## config.mk

```make
export PLATFORM = sky130hd
export DESIGN_NAME = boot_loader
export DESIGN_NICKNAME = d
export VERILOG_FILES = /design/src/rtl/boot_loader_pkg.sv /design/src/rtl/boot_loader_word_assembler.sv /design/src/rtl/boot_loader.sv
export SDC_FILE = /design/constraint.sdc
export NUM_CORES = 1
export LEC_CHECK = 0
export ABC_AREA = 1
export BUFFER_PORTS_ARGS = -buffer_cell sky130_fd_sc_hd__buf_2
export CAP_MARGIN = 25
export CORE_ASPECT_RATIO = 1.1
export CORE_UTILIZATION = 25
export DETAILED_ROUTE_END_ITERATION = 7
export PLACE_DENSITY = 0.43
export SYNTH_ARGS = -nofsm -noshare
export SYNTH_HDL_FRONTEND = slang
export SYNTH_HIERARCHICAL = 1
export SYNTH_SLANG_ARGS = --single-unit
export TNS_END_PERCENT = 1
```

## constraint.sdc

```tcl
create_clock -name clock -period 2.1 [get_ports clock]
set_input_delay 0.21 -clock clock [delete_from_list [all_inputs] [get_ports clock]]
set_output_delay 0.21 -clock clock [all_outputs]
set_load 0.01 [all_outputs]
```

## src/rtl/boot_loader_pkg.sv

```systemverilog
// Shared definitions for the boot loader slice.
// Contents:
//   BYTE_WIDTH / WORD_WIDTH : widths of the byte stream and of a ROM word
//   state_t                 : 3-bit loader state encoding (S_COUNT_HI .. S_ERROR)
//   accepts_bytes()         : true for the states in which the loader takes stream bytes
package cpu_defines;

  localparam int BYTE_WIDTH = 8;
  localparam int WORD_WIDTH = 32;

  typedef enum logic [2:0] {
    S_COUNT_HI = 3'd0,
    S_COUNT_LO = 3'd1,
    S_DATA     = 3'd2,
    S_CHECK    = 3'd3,
    S_RUN      = 3'd4,
    S_ERROR    = 3'd5
  } state_t;

  function automatic logic accepts_bytes(input state_t s);
    return s inside {S_COUNT_HI, S_COUNT_LO, S_DATA, S_CHECK};
  endfunction

endpackage

```

## src/rtl/boot_loader_word_assembler.sv

```systemverilog
// word_assembler: packs four consecutive bytes (MSB first) into one word.
// Ports:
//   clock, reset  : system clock, asynchronous active-high reset
//   clear         : synchronous flush of the partial word and byte counter
//   load          : byte_in is taken this cycle
//   byte_in       : incoming byte
//   word          : assembled word (registered)
//   word_valid    : one-cycle pulse the cycle after the 4th byte of a word is loaded
//   last_byte     : the next loaded byte completes a word
module word_assembler
  import cpu_defines::*;
(
  input  logic                  clock,
  input  logic                  reset,
  input  logic                  clear,
  input  logic                  load,
  input  logic [BYTE_WIDTH-1:0] byte_in,
  output logic [WORD_WIDTH-1:0] word,
  output logic                  word_valid,
  output logic                  last_byte
);

  logic [1:0]            byte_count_reg;
  logic [WORD_WIDTH-1:0] word_reg;
  logic                  word_valid_reg;

  always_ff @(posedge clock or posedge reset) begin
    if (reset) begin
      byte_count_reg <= 2'd0;
      word_reg       <= '0;
      word_valid_reg <= 1'b0;
    end else if (clear) begin
      byte_count_reg <= 2'd0;
      word_reg       <= '0;
      word_valid_reg <= 1'b0;
    end else begin
      word_valid_reg <= load && (byte_count_reg == 2'd3);
      if (load) begin
        word_reg       <= {word_reg[WORD_WIDTH-BYTE_WIDTH-1:0], byte_in};
        byte_count_reg <= byte_count_reg + 2'd1;
      end
    end
  end

  assign word       = word_reg;
  assign word_valid = word_valid_reg;
  assign last_byte  = (byte_count_reg == 2'd3);

endmodule

```

## src/rtl/boot_loader.sv

```systemverilog
// boot_loader: receives a program image over a byte stream, writes it into the
// instruction ROM and then releases the CPU from reset.
// Image: count (2 bytes BE), count words (4 bytes BE each), checksum byte
// (XOR of every count and data byte).
// Ports:
//   clock, reset        : system clock, asynchronous active-high reset
//   byte_data/valid     : incoming byte stream; byte_ready is the registered accept
//   start               : reload request, honoured only in S_RUN / S_ERROR
//   rom_write_*         : ROM write port (enable is a one-cycle strobe)
//   cpu_reset           : high in every state except S_RUN
//   done / error        : image loaded and verified / sticky fault
module boot_loader
  import cpu_defines::*;
#(
  parameter int ADDRESS_WIDTH = 10
) (
  input  logic                     clock,
  input  logic                     reset,
  input  logic [BYTE_WIDTH-1:0]    byte_data,
  input  logic                     byte_valid,
  output logic                     byte_ready,
  input  logic                     start,
  output logic                     rom_write_enable,
  output logic [ADDRESS_WIDTH-1:0] rom_write_address,
  output logic [WORD_WIDTH-1:0]    rom_write_data,
  output logic                     cpu_reset,
  output logic                     done,
  output logic                     error
);

  localparam logic [31:0] MAX_WORDS = 32'(1) << ADDRESS_WIDTH;

  state_t                   state_reg, state_next;
  logic [BYTE_WIDTH-1:0]    count_hi_reg;
  logic [15:0]              count_reg;
  logic [BYTE_WIDTH-1:0]    checksum_reg;
  logic [ADDRESS_WIDTH-1:0] address_reg;
  logic                     ready_reg, cpu_reset_reg, done_reg, error_reg;

  logic        accept, restart, load, word_valid, last_byte, last_word;
  logic [15:0] count_value;
  logic [WORD_WIDTH-1:0] word;

  // ready is registered, so acceptance never depends on byte_valid combinationally
  assign accept      = byte_valid && ready_reg;
  assign restart     = start && (state_reg == S_RUN || state_reg == S_ERROR);
  assign load        = accept && (state_reg == S_DATA);
  assign count_value = {count_hi_reg, byte_data};
  // the word index equals the word currently being assembled
  assign last_word   = ({{(16-ADDRESS_WIDTH){1'b0}}, address_reg} == count_reg - 16'd1);

  word_assembler u_word_assembler (
    .clock      (clock),
    .reset      (reset),
    .clear      (restart),
    .load       (load),
    .byte_in    (byte_data),
    .word       (word),
    .word_valid (word_valid),
    .last_byte  (last_byte)
  );

  always_comb begin
    state_next = state_reg;
    case (state_reg)
      S_COUNT_HI: if (accept) state_next = S_COUNT_LO;
      S_COUNT_LO: begin
        if (accept) begin
          if (count_value == 16'd0)                    state_next = S_CHECK;
          else if ({16'd0, count_value} > MAX_WORDS)   state_next = S_ERROR;
          else                                         state_next = S_DATA;
        end
      end
      S_DATA:     if (accept && last_byte && last_word) state_next = S_CHECK;
      S_CHECK: begin
        if (accept) state_next = (byte_data == checksum_reg) ? S_RUN : S_ERROR;
      end
      S_RUN, S_ERROR: if (start) state_next = S_COUNT_HI;
      default:    state_next = S_COUNT_HI;
    endcase
  end

  // Status outputs are registered from the next state so they change on the
  // same edge as the state itself.
  always_ff @(posedge clock or posedge reset) begin
    if (reset) begin
      state_reg     <= S_COUNT_HI;
      ready_reg     <= 1'b0;
      cpu_reset_reg <= 1'b1;
      done_reg      <= 1'b0;
      error_reg     <= 1'b0;
    end else begin
      state_reg     <= state_next;
      ready_reg     <= accepts_bytes(state_next);
      cpu_reset_reg <= (state_next != S_RUN);
      done_reg      <= (state_next == S_RUN);
      error_reg     <= (state_next == S_ERROR);
    end
  end

  always_ff @(posedge clock or posedge reset) begin
    if (reset) begin
      count_hi_reg <= '0;
      count_reg    <= '0;
      checksum_reg <= '0;
      address_reg  <= '0;
    end else if (restart) begin
      checksum_reg <= '0;
      address_reg  <= '0;
    end else begin
      if (accept && state_reg == S_COUNT_HI) count_hi_reg <= byte_data;
      if (accept && state_reg == S_COUNT_LO) count_reg    <= count_value;
      if (accept && state_reg inside {S_COUNT_HI, S_COUNT_LO, S_DATA})
        checksum_reg <= checksum_reg ^ byte_data;
      // advance after each write, but hold the final address once the image is in
      if (word_valid && state_reg == S_DATA) address_reg <= address_reg + 1'b1;
    end
  end

  assign byte_ready        = ready_reg;
  assign cpu_reset         = cpu_reset_reg;
  assign done              = done_reg;
  assign error             = error_reg;
  assign rom_write_enable  = word_valid;
  assign rom_write_data    = word;
  assign rom_write_address = address_reg;

endmodule
```

# Word-level counts from Yosys, hierarchy flattened
# Index checks and enable logic that the tools add are counted.
# W data, S select, Z words.
[op_classes] add_sub_neg=3 order_cmp=1 n_eq_ne=14 n_mux=18 bitwise_logic=2 reduce_logical=22
[op_table] cell="$mux W32" n=2
[op_table] cell="$mux W3" n=7
[op_table] cell="$mux W10" n=2
[op_table] cell="$eq A10 B16 Y1" n=1
[op_table] cell="$gt A16 B11 Y1 const B" n=1
[op_table] cell="$logic_not A16 Y1" n=1
[op_table] cell="$mux W8" n=2
[op_table] cell="$sub A16 B1 Y16 const B" n=1
[op_table] cell="$pmux W3 S5" n=1
[op_table] cell="$eq A3 B2 Y1 const B" n=4
[op_table] cell="$eq A3 B3 Y1 const B" n=4
[op_table] cell="$add A10 B1 Y10 const B" n=1
[op_table] cell="$logic_and A1 B1 Y1" n=10
[op_table] cell="$eq A8 B8 Y1" n=1
[op_table] cell="$xor A8 B8 Y8" n=1
[op_table] cell="$eq A3 B1 Y1 const B" n=2
[op_table] cell="$logic_not A3 Y1" n=2
[op_table] cell="$reduce_bool A2 Y1" n=3
[op_table] cell="$mux W2" n=2
[op_table] cell="$reduce_and A2 Y1" n=2
[op_table] cell="$reduce_bool A4 Y1" n=1
[op_table] cell="$ne A3 B3 Y1 const B" n=1
[op_table] cell="$reduce_bool A3 Y1" n=1
[op_table] cell="$add A2 B1 Y2 const B" n=1
[op_table] cell="other kinds (5)" n=6
[totals] register_bits=84 input_bits=12 elab_cells=72

# Depth between registers and ports, before layout
[logic_depth] ltp_word=7 ltp_mapped=15 mapped_depth_nobuf=15

# Hierarchy
# The synthesis kept the hierarchy.
[by_module_without_submodules] mod="boot_loader" instances=1 cells_per_inst=394 area_per_inst_um2=2776.4 seq_area_each_um2=1227.4
[by_module_without_submodules] mod="word_assembler" instances=1 cells_per_inst=154 area_per_inst_um2=1415.1 seq_area_each_um2=875.8

# Least setup slack after synthesis
# OpenSTA, ideal clock, no wires.
[synth_path] path_kind="reg-to-reg" start="register count_reg[0]" end="register done_reg (netlist: done)" setup_ns=0.116 arrival_ns=1.457 slack_ns=0.527 stages_incl_launch_ff=14 period_less_slack_ns=1.573 cell_sequence="dfrtp_1 -> inv_1 -> ha_1 -> nand2_1 -> nor2_1 -> nand2_1 -> nand2_1 -> nand2_1 -> nor2_1 -> nand2_1 -> nor2_1 -> nand2_1 -> nand3_1 -> inv_1"
[synth_via] elab_chain_len=6
[synth_lines] item="start, declared" line="boot_loader.sv:35" text="logic [15:0] count_reg;"
[synth_lines] item="start signal, assigned" line="boot_loader.sv:112" text="if (accept && state_reg == S_COUNT_LO) count_reg <= count_value;"
[synth_lines] item="$sub A16 B1 Y16" line="boot_loader.sv:50" text="assign last_word = ({{(16-ADDRESS_WIDTH){1'b0}}, address_reg} == count_reg - 16'd1);"
[synth_lines] item="$eq A10 B16 Y1" line="boot_loader.sv:50"
[synth_lines] item="$logic_and A1 B1 Y1" line="boot_loader.sv:74" text="S_DATA: if (accept && last_byte && last_word) state_next = S_CHECK;"
[synth_lines] item="$mux W3" line="boot_loader.sv:74"
[synth_lines] item="$pmux W3 S5" line="boot_loader.sv:65" text="case (state_reg)"
[synth_lines] item="$eq A3 B3 Y1" line="boot_loader.sv:96" text="done_reg <= (state_next == S_RUN);"
[synth_lines] item="end signal, assigned" line="boot_loader.sv:96"
[synth_lines] item="end, declared" line="boot_loader.sv:38" text="logic ready_reg, cpu_reset_reg, done_reg, error_reg;"
# No other way between the ends.
# A chain may end at the register's enable or synchronous reset.

# Worst setup path after layout
# Same ends and word-level chain as after synthesis.

==> out/qor.csv <==
stage,metric,value,unit
run_status,outcome,"finished, final reports clean",
timing,Worst Clk Skew,0.00757,ns
setup_path,WP data arrival,2.10,ns
floorplanning,Top Ports,59,
timing,endpoints failing hold,0,
global_route,initial antenna violation count,0,
routing,mean number of vias per cell,4.50,
cts,worst skew pair latency,0.35,ns
global_route,grt ovf,0,
yosys,"Distinct cells, synth",28,
final_layout,Seq. cell area,2100,um2
yosys,Main synth FF type,dfrtp_1,
setup_path,Worst Setup Start Kind,register,
final_layout,area growth from synthesis to layout,20.3,%
yosys,#FFs+latches synth,84,
yosys,"FFs w/ async S/R, synth",100,%
timing,endpoints failing setup,0,
global_route,met1 Track Usage GR,17.9,%
setup_path,Worst EP required,2.34,ns
setup_path,FF-to-FF path depth,15,
setup_path,Reg-to-Reg End,done,
final_layout,layout filler cell count,1725,
worst_hold_path,worst hold stages,3,
yosys,Yosys top cell area share,49.6,%
yosys,syn nets,563,
floorplanning,Die W,125,um
timing,Final Critical Period,1.86,ns
place,DP Worst Slack,0.197,ns
setup_path,FF-to-FF Start,count_reg[0],
cts,clk buf depth,2,
final_layout,fin nets,626,
floorplanning,Initial Utilization,25.6,%
place,GP Congestion,0.822,
timing,Worst-Margin Slew,0.572,ns
routing,WL/cell,13.5,um
final_layout,area occupied by multi-input gates,1800,um2
global_route,first-pass GRT wire length,18000,um
power_and_ir_drop,Max VDD drop,0.410,mV
timing,Slew HR,61.8,%
yosys,Cells after Synth,548,
routing,final wirelength,11100,um
timing,setup TNS,0,ns
cts,CTS tree,done,
job,Max-Cap Viols,0,
routing,Residual DRC,0,
worst_hold_path,Hold Crit Class,input port to register,
setup_path,CP max FO,5,
worst_hold_path,Worst Hold Launch,byte_data[7],
yosys,sequential share of the synthesized area,50.2,%
place,# port buffers,58,
power_and_ir_drop,Pleak,0.00273,uW
power_and_ir_drop,Cell Pwr Density,1170,nW/um2
yosys,synthesized area,4190,um2
yosys,"Avg Cell Area, Syn",7.65,um2
floorplanning,row cnt,49,
cts,Sink Count,84,
routing,Pre-Repair DR Iteration Count,7,
cts,CTS H-tree depth,3,
cts,clk slew on worst S/H paths,0.07,ns
routing,antenna-violating nets left,0,
yosys,Post-synth EDFFs,0,
timing,Max Clock Freq,537,MHz
setup_path,CP Capture Type,register,
global_route,met2 usage,21.2,%
final_layout,antenna cells,0,
yosys,Synth area leader,dfrtp_1,
final_layout,layout cells sized above 1,16.2,%
yosys,Synth area leaders,"dfrtp_1 (50%), nand2_1 (17%), nand3_1 (8.0%)",
global_route,vias in the first global route,3518,
floorplanning,Die Y,138,um
worst_hold_path,WHS Endpoint,count_hi_reg[7],
final_layout,most frequent cells in the layout,"nand2_1 (189), dfrtp_1 (83), nand3_1 (67), buf_2 (58), nor2_1 (55)",
setup_path,R2R Setup Slk,0.24,ns
routing,DR iter-0 viols,268,
routing,vias after detailed routing,3687,
place,HPWL after DPL,7960,um
global_route,Most Crowded Layer GR,met2,
floorplanning,core area,16400,um2
global_route,GR Util met3,2.80,%
timing,crit share post-route,88.6,%
final_layout,"commonest non-fill, non-tap cell in the layout",nand2_1,
cts,CTS root buf,clkbuf_16,
yosys,Ys Warns,6,
cts,CTS Buf Count,9,
setup_path,crit path kind,register to register,
global_route,largest net degree at the start of global routing,36,
cts,Post-CTS Setup Inserts,0,
timing,final setup margin,0.239,ns
final_layout,max reg flops,32,
global_route,total track usage,13.5,%
floorplanning,total die area,17300,um2
timing,max-slew violations,0,
timing,RSZ-0062 raised after global routing,false,
final cells by class:
type | instances | area share [%]
Sequential cell | 84 | 41.7
Multi-Input combinational cell | 394 | 35.6
Timing Repair Buffer | 67 | 7.40
Tap cell | 204 | 5.06
Clock buffer | 9 | 4.47
Inverter | 55 | 4.10
Clock inverter | 7 | 1.64
where the power goes:
group          internal, uW  switching, uW  leakage (uW)
clock                   941            719      0.000145
combinational           651           1240       0.00147
sequential             2000            334       0.00112
critical path: stages, from the launching register on:
cell	delay, ns
dfrtp_1	0.41
inv_1	0.12
ha_2	0.23
inv_1	0.05
nand2_1	0.07
nand2_1	0.06
nand2_1	0.05
nand2_1	0.05
nor2_1	0.10
nand2_1	0.05
nor2_1	0.11
nand2_1	0.06
nor2_1	0.09
nand2_1	0.13
nand3_1	0.12
inv_1	0.04
synth_stat cells, types with 4 or more instances:
| cell type | n |
|---|---|
| buf_2 | 7 |
| nand2_1 | 189 |
| dfrtp_1 | 83 |
| nand3_1 | 67 |
| o21ai_0 | 36 |
| inv_1 | 52 |
| xor2_1 | 5 |
| nor2_1 | 56 |
| clkbuf_1 | 4 |
| a21oi_1 | 11 |
| xnor2_1 | 8 |
through the flow:
step / util (%) / instance area (um2) / std cells / total power (uW) / hold slack (ns)
finish: 30.8 / 5040 / 820 / 5880 / 0.185
global route: 30.8 / 5040 / 820 / 6370 / 0.197
CTS: 30.8 / 5040 / 820 / 5960 / 0.177
detailed placement: 28.8 / 4720 / 803 / 4250 / 0.305
global placement: 28.8 / 4720 / 803 / 4240 / 0.296
floorplan: - / 4190 / 548 / 3720 / 0.327
routing by layer:
layer  vias up  part of all wire, %
met2        81                   45
met3        18                  3.7
met4         0                  1.9
met1      1727                   49
li1       1861                    -
met5         -                    0
logic make-up after synthesis:
family                     synth area share (%)
xor gates and xnor gates                   2.72
buffers and inverters                      7.10
adders and majority gates                 0.896
AOI/OAI and AO/OA                          5.76
and+or+nand+nor                            33.3
DFF                                        50.2
timing repair:
item | in CTS | in global routing
hold buffers | 1 | 0
hold endpoints to repair | 49 | 0
resized for setup | 0 | 1
setup endpoints to repair | 0 | 1
worst max-delay path by stage:
stage                       startpoint   end  cells past startpoint
final                     count_reg[0]  done                     15
after global routing      count_reg[0]  done                     13
after CTS                 count_reg[0]  done                     15
after detailed placement  count_reg[0]  done                     15
after global placement    count_reg[0]  done                     15
after floorplan           count_reg[0]  done                     13
No activity file was read; power rests on OpenSTA's default activity.
